===== src/rtl/mem_block_copier.sv =====
// mem_block_copier: bulk word-copy engine on the single-port data memory.
// Copies `length` words from src_addr to dst_addr, one read cycle then one
// write cycle per word, strictly forward (overlapping ranges are defined).
// Optional feature: define MEM_COPY_CHECKSUM_EN to add the `checksum` port
// and a running DATA_W-bit sum of every word read during a copy.
module mem_block_copier #(
  parameter int unsigned ADDR_W = 10,
  parameter int unsigned DATA_W = 16,
  parameter int unsigned LEN_W  = 11
) (
  input  logic              clk,
  input  logic              rst,
  input  logic              start,
  input  logic [ADDR_W-1:0] src_addr,
  input  logic [ADDR_W-1:0] dst_addr,
  input  logic [LEN_W-1:0]  length,
  output logic              busy,
  output logic              done,
  output logic [ADDR_W-1:0] mem_address,
  output logic              mem_write_enable,
  output logic [DATA_W-1:0] mem_write_data,
  input  logic [DATA_W-1:0] mem_read_data
`ifdef MEM_COPY_CHECKSUM_EN
  ,
  output logic [DATA_W-1:0] checksum
`endif
);

  typedef enum logic [1:0] {
    S_IDLE,
    S_READ,
    S_WRITE,
    S_DONE
  } state_t;

  state_t              state_q,       state_d;
  logic [ADDR_W-1:0]   src_ptr_q,     src_ptr_d;
  logic [ADDR_W-1:0]   dst_ptr_q,     dst_ptr_d;
  logic [LEN_W-1:0]    remaining_q,   remaining_d;
  logic [DATA_W-1:0]   data_q,        data_d;
  logic                busy_q,        busy_d;
  logic                done_q,        done_d;
  logic [ADDR_W-1:0]   mem_address_q, mem_address_d;
  logic                mem_we_q,      mem_we_d;
  logic [DATA_W-1:0]   mem_wdata_q,   mem_wdata_d;
`ifdef MEM_COPY_CHECKSUM_EN
  logic [DATA_W-1:0]   csum_q,        csum_d;
`endif

  // Next-state, datapath and next-output computation; memory-side outputs are
  // decoded from the next state so they come straight out of flops.
  always_comb begin
    state_d     = state_q;
    src_ptr_d   = src_ptr_q;
    dst_ptr_d   = dst_ptr_q;
    remaining_d = remaining_q;
    data_d      = data_q;
`ifdef MEM_COPY_CHECKSUM_EN
    csum_d      = csum_q;
`endif

    unique case (state_q)
      S_IDLE: begin
        if (start) begin
`ifdef MEM_COPY_CHECKSUM_EN
          csum_d = '0;
`endif
          if (length != '0) begin
            src_ptr_d   = src_addr;
            dst_ptr_d   = dst_addr;
            remaining_d = length;
            state_d     = S_READ;
          end else begin
            state_d = S_DONE;
          end
        end
      end
      S_READ: begin
        data_d  = mem_read_data;
`ifdef MEM_COPY_CHECKSUM_EN
        csum_d  = csum_q + mem_read_data;
`endif
        state_d = S_WRITE;
      end
      S_WRITE: begin
        src_ptr_d   = src_ptr_q + ADDR_W'(1);
        dst_ptr_d   = dst_ptr_q + ADDR_W'(1);
        remaining_d = remaining_q - LEN_W'(1);
        state_d     = (remaining_q == LEN_W'(1)) ? S_DONE : S_READ;
      end
      S_DONE: begin
        state_d = S_IDLE;
      end
      default: begin
        state_d = S_IDLE;
      end
    endcase

    busy_d        = (state_d != S_IDLE);
    done_d        = (state_d == S_DONE);
    mem_address_d = '0;
    mem_we_d      = 1'b0;
    mem_wdata_d   = '0;
    unique case (state_d)
      S_READ: begin
        mem_address_d = src_ptr_d;
      end
      S_WRITE: begin
        mem_address_d = dst_ptr_d;
        mem_we_d      = 1'b1;
        mem_wdata_d   = data_d;
      end
      default: begin
        mem_address_d = '0;
      end
    endcase
  end

  // State and registered outputs; reset clears everything so an aborted copy
  // drops write_enable before the next falling edge and never pulses done.
  always_ff @(posedge clk) begin
    if (rst) begin
      state_q       <= S_IDLE;
      src_ptr_q     <= '0;
      dst_ptr_q     <= '0;
      remaining_q   <= '0;
      data_q        <= '0;
      busy_q        <= 1'b0;
      done_q        <= 1'b0;
      mem_address_q <= '0;
      mem_we_q      <= 1'b0;
      mem_wdata_q   <= '0;
`ifdef MEM_COPY_CHECKSUM_EN
      csum_q        <= '0;
`endif
    end else begin
      state_q       <= state_d;
      src_ptr_q     <= src_ptr_d;
      dst_ptr_q     <= dst_ptr_d;
      remaining_q   <= remaining_d;
      data_q        <= data_d;
      busy_q        <= busy_d;
      done_q        <= done_d;
      mem_address_q <= mem_address_d;
      mem_we_q      <= mem_we_d;
      mem_wdata_q   <= mem_wdata_d;
`ifdef MEM_COPY_CHECKSUM_EN
      csum_q        <= csum_d;
`endif
    end
  end

  assign busy             = busy_q;
  assign done             = done_q;
  assign mem_address      = mem_address_q;
  assign mem_write_enable = mem_we_q;
  assign mem_write_data   = mem_wdata_q;
`ifdef MEM_COPY_CHECKSUM_EN
  assign checksum         = csum_q;
`endif

endmodule


===== config.mk =====
export PLATFORM = sky130hd
export DESIGN_NAME = mem_block_copier
export DESIGN_NICKNAME = d
export VERILOG_FILES = /design/src/rtl/mem_block_copier.sv
export SDC_FILE = /design/constraint.sdc
export NUM_CORES = 1
export LEC_CHECK = 0
export CORE_MARGIN = 5
export CORE_UTILIZATION = 40
export DETAILED_ROUTE_END_ITERATION = 12
export GPL_TIMING_DRIVEN = 0
export PLACE_DENSITY = 0.68
export SETUP_SLACK_MARGIN = 0.4
export SLEW_MARGIN = 20
export SYNTH_ARGS = -nofsm -noshare
export SYNTH_HDL_FRONTEND = slang
export SYNTH_SLANG_ARGS = --single-unit

===== constraint.sdc =====
create_clock -name clk -period 3.2 [get_ports clk]
set_clock_uncertainty 0.1 [all_clocks]
set_input_delay 0.64 -clock clk [delete_from_list [all_inputs] [get_ports clk]]
set_output_delay 0.64 -clock clk [all_outputs]
set_load 0.05 [all_outputs]

After elaboration in Yosys (flattened, before gate mapping). Cells that the tools add are included.

Order comparisons: 0. Multipliers: 0. Shifts and indexed selects: 0. Reduce and logical (&&, ||, !) cells: 6. Add/sub/neg operators: 3. Eq/ne operators: 9. Divide/modulo/power cells: 0. Bitwise logic cells: 1. Multiplexer cells: 16.

Operator list (count): case mux 10 bit (2 select lines) (3); 2-to-1 mux 10 bit (4); 2-to-1 mux 11 bit (2); case mux 11 bit (2 select lines) (1); adder 10 x 1 -> 10 bit (second input constant) (2); 2-to-1 mux 16 bit (1); equality test 11 x 1 -> 1 bit (second input constant) (1); nonzero test 11 bit (1); subtractor 11 x 1 -> 11 bit (second input constant) (1); equality test 2 bit (second input constant) (4); case mux 2 bit (4 select lines) (1); 2-to-1 mux 2 bit (3); equality test 2 x 1 -> 1 bit (second input constant) (2); inequality test 2 bit (second input constant) (2); nonzero test 2 bit (2); AND reduction 3 bit (1); logical NOT 2 bit (1); OR reduction 2 bit (1); 2-to-1 mux 1 bit (1); inverter 1 bit (1).

Register bits: 78. Logic and storage cells: 45. Bits in writable memories: 0. Output and inout port bits: 29. Memories kept: 0. Bits in latches: 0. Bits in read-only memories: 0.

Depth between registers and ports, before layout.
Depth in word-level cells: 7. Mapped depth: 7. Mapped depth without buffers: 7.

Worst setup path before layout. OpenSTA, ideal clock, no wires.

Path kind: input -> register. Start point: in length[4]. End point: reg mem_address_q[1], in the netlist mem_address[1]. Path buffers: 1. Slack: 0.732 ns. Library setup time: 0.129 ns. Arrival time: 2.238 ns. Required time: 2.971 ns. Stages on the path: 6. Cell sequence: or4_4 > buf_6 > o31ai_4 > nor2_2 > a222oi_1 > o21ai_1.

Word-level cells in the longest chain between the ends: 6. Elaborated cells on any way between the ends: 13. Classes of those cells: eq/ne (2); mux (10); reduce/logical (1).

Ends and longest elaborated chain: start: declaration (RTL line 16) `input logic [LEN_W-1:0] length,`; nonzero test 11 bit (*) (RTL line 68) `if (length != '0) begin`; 2-to-1 mux 2 bit (RTL line 68); 2-to-1 mux 2 bit (RTL line 64) `if (start) begin`; case mux 2 bit (4 select lines) (RTL line 62) `unique case (state_q)`; equality test 2 bit / equality test 2 x 1 -> 1 bit (equally long branches) (RTL line 104) `unique case (state_d)`; case mux 10 bit (2 select lines) (*) (RTL line 104); end signal: assignment (RTL line 144) `mem_address_q <= mem_address_d;`; end: declaration (RTL line 43) `logic [ADDR_W-1:0] mem_address_q, mem_address_d;`.

Every way passes the cells marked *; elsewhere a longest branch is shown, timed or not. A chain may end at the register's enable or synchronous reset.

Worst setup path after layout.
Start point: in length[0]. End point: reg mem_address_q[8], in the netlist mem_address[8].

Same word-level chain as after synthesis.

==> results.json <==
{
  "layout-drive-gt1-share_pct": 9.01,
  "startpoint": "length[0]",
  "synth_top_family_by_area": "compound AO/OA/AOI/OAI gates",
  "rr_worst_depth": 6,
  "cts_sinks": 62,
  "finalPower_mw": 2.16,
  "critical_path_class": "in -> reg",
  "yosysWarnings": 0,
  "setup_viol": 0,
  "slowest_delay_ps": 570,
  "synthSimpleGateAreaFrac_pct": 24.6,
  "grt_max_degree": 12,
  "ys_seq_area_share_pct": 41.3,
  "p_int_mw": 1.49,
  "rrSetupSlack_ps": 800,
  "synthArstFlopShare_pct": 0,
  "cp-start-kind": "primary input",
  "post-route-period-util_pct": 87.1,
  "grt_pass1_wl_mm": 16.1,
  "cts_buffer_depth": 2,
  "gp_congestion": 0.924,
  "drt_pass1_iterations": 5,
  "worstSetupEndpointType": "flip-flop",
  "seq_power_share_pct": 41.0,
  "synth_flop_cell": "dfxtp_1",
  "cap_violations": 0,
  "cp-endpoint": "mem_address[8]",
  "fin_tns_setup_ps": 0,
  "timing.rr.start": "state_q[1]",
  "drc_errors": 0,
  "die_area_mm2": 0.00935,
  "synth_fa_ha_area_share_pct": 1.66,
  "syn_nets": 412,
  "ant_nets": 0,
  "dieHeight_um": 96.7,
  "path_cells": "clkdlybuf4s50_1 > or4_1 > buf_2 > o31ai_4 > buf_4 > a21oi_2 > o211ai_1 > o21ai_0",
  "path_buf_inv": 3,
  "grt_pass1_vias": 3053,
  "cts_tree": "built",
  "drt_iter0_drc": 317,
  "grt_use_total_pct": 21.2,
  "viasPerCell": 5.90,
  "hold_viol": 0,
  "ios": 79,
  "antenna_found_initial": 0,
  "hp-class": "reg -> reg",
  "grt-ovfl-total": 0,
  "layout.nets": 504,
  "final_cells": 554,
  "die_x_um": 96.7,
  "place_hpwl_mm": 7.46,
  "synth_edf_count": 0,
  "power_density_mw_per_mm2": 514,
  "path_delay_family": "buffers and inverters",
  "syn_inst": 358,
  "r2r_end": "dst_ptr_q[7]",
  "cp.depth": 8,
  "switching_share_pct": 30.9,
  "start_util_pct": 41.2,
  "syn_to_final_growth_pct": 39.5,
  "cts-root-buf": "clkbuf_8",
  "wl_mm": 10.0,
  "p_comb_share_pct": 23.2,
  "vias": 3268,
  "status": "finished, final reports clean",
  "path_clk_slew_ps": 70,
  "dp_cells": 535,
  "wl_per_cell_um": 18.1,
  "ys_ff_latch": 62,
  "maxSlewHeadroom_pct": 53.6,
  "max_freq_mhz": 359,
  "cp.required_ps": 3320,
  "post-route-util_pct": 57.5,
  "cts_buffers": 9,
  "cp.arrival_ps": 2900,
  "slew_viol_final": 0,
  "core-area_mm2": 0.00729,
  "cp_max_fo": 8,
  "synthMuxAreaShare_pct": 1.37,
  "avgSynthCellArea_um2": 8.40,
  "core.rowCount": 31,
  "synth_xor_area_share_pct": 0.582,
  "clkLatencyLatePin_ps": 340,
  "worst_pin_slew_ps": 693,
  "diodes": 0,
  "min_period_ps": 2790,
  "synth_cell_types": 59,
  "cts.htree.levels": 3,
  "p_leak_nw": 1.60,
  "cp_slowest_cell": "or4_1",
  "clkPwrFrac_pct": 35.8,
  "ir_drop_v": 0.000205,
  "numPortBuffers": 78,
  "synth_compound_gate_area_share_pct": 25.4,
  "rsz0062_at_grt": "yes",
  "p_sw_mw": 0.667,
  "syn_area_mm2": 0.00301
}
[flip-flops by register name (all words and copies together) (netlist names)]
| signal | flops |
|---|---|
| mem_write_data | 16 |
| state_q | 2 |
| remaining_q | 11 |
| done | 1 |
| dst_ptr_q | 10 |
| mem_address | 10 |
| mem_write_enable | 1 |
| busy | 1 |
| src_ptr_q | 10 |
[power groups by stage]
stage	registers (mW)	logic, mW	clock network, mW
floorplan	0.957	0.231	0
global placement	0.898	0.477	0
detailed placement	0.900	0.484	0
CTS	0.883	0.491	0.780
global route	0.892	0.538	0.820
finish	0.885	0.500	0.772
[cell type report]
class,count,area (um^2)
Fill cell,717,3100
Sequential cell,62,1240
Multi-Input combinational cell,260,1650
Clock buffer,10,138
Buffer,26,116
Timing Repair Buffer,81,803
Inverter,10,37.5
Clock inverter,6,85.1
Tap cell,99,124
[worst min-delay path by stage]
stage                   startpoint        endpoint  cells after the start
global placement    remaining_q[9]  remaining_q[9]                      2
detailed placement  remaining_q[9]  remaining_q[9]                      2
floorplan           remaining_q[9]  remaining_q[9]                      2
CTS                 remaining_q[9]  remaining_q[9]                      2
global route        remaining_q[9]  remaining_q[9]                      2
finish              remaining_q[9]  remaining_q[9]                      2
[stage by stage]
step           worst slack (ps)  instance area (um^2)  hold slack (ps)
2_1_floorplan               732                  3010              353
3_3_place_gp               -296                  3910              372
3_5_place_dp               -320                  3910              381
4_1_cts                     344                  4160              391
5_1_grt                     356                  4200              432
6_report                    414                  4200              390
[layer usage]
metal | vias to the layer above | GRT usage (%) | wire length [um]
met1 | 1545 | 27.7 | 4270
met2 | 169 | 34.4 | 4720
met3 | 28 | 5.54 | 794
met5 | - | 0 | 0
li1 | 1526 | - | -
met4 | 0 | 6.05 | 258
[synthesized netlist by cell type (4+ instances only)]
master    number  area, um^2
clkbuf_1      21        78.8
nor2_1        29         109
a31oi_1       11        68.8
a22o_1         4        35.0
dfxtp_1       62        1240
o21ai_0       17        85.1
and3_1        21         131
ha_1           4        50.1
nand3_1       16        80.1
nor3_1         9        45.0
or3_1          5        31.3
inv_1         10        37.5
nand2b_1       4        25.0
a211oi_1       7        52.6
nor4_1         7        43.8
a21oi_1       20         100
o32ai_1        4        35.0
nand4_1        6        37.5
nand2_1       33         124
[layout by cell type, fill, tap and decap left out, types with 4 or more instances in the layout]
master | Yosys | layout
nor2_1 | 29 | 29
and3_1 | 21 | 21
a31oi_1 | 11 | 10
ha_1 | 4 | 4
a21oi_1 | 20 | 20
clkdlybuf4s50_1 | 0 | 78
dfxtp_1 | 62 | 62
o32ai_1 | 4 | 4
a211oi_1 | 7 | 7
nand2_1 | 33 | 33
inv_1 | 10 | 10
clkbuf_1 | 21 | 20
o21ai_0 | 17 | 17
nand2b_1 | 4 | 4
nand3_1 | 16 | 16
nor3_1 | 9 | 9
a22o_1 | 4 | 4
clkbuf_8 | 0 | 10
nand4_1 | 6 | 6
or3_1 | 5 | 5
nor4_1 | 7 | 5
[timing repair]
| item | in CTS | in global routing |
|---|---|---|
| setup endpoints to repair | 23 | 16 |
| hold buffers | 0 | 0 |
| hold endpoints to repair | 0 | 0 |
| gates resized for setup | 2 | 7 |
| pin swaps | 1 | 2 |
| buffers inserted | 2 | 1 |
[tightest hold or removal path, cell delays in order (launching register included)]
cell     delay, ps
dfxtp_1        310
o21ai_0         70
a21oi_1         70
[kinds of logic after synthesis]
logic type / after synthesis
AO/OA/AOI/OAI: 105
XOR/XNOR: 2
adder cells (fa/ha/maj): 4
buffers and inverters: 36
flip-flops: 62
multiplexers: 4
AND/OR/NAND/NOR: 145
No activity file was read; power rests on OpenSTA's default activity.
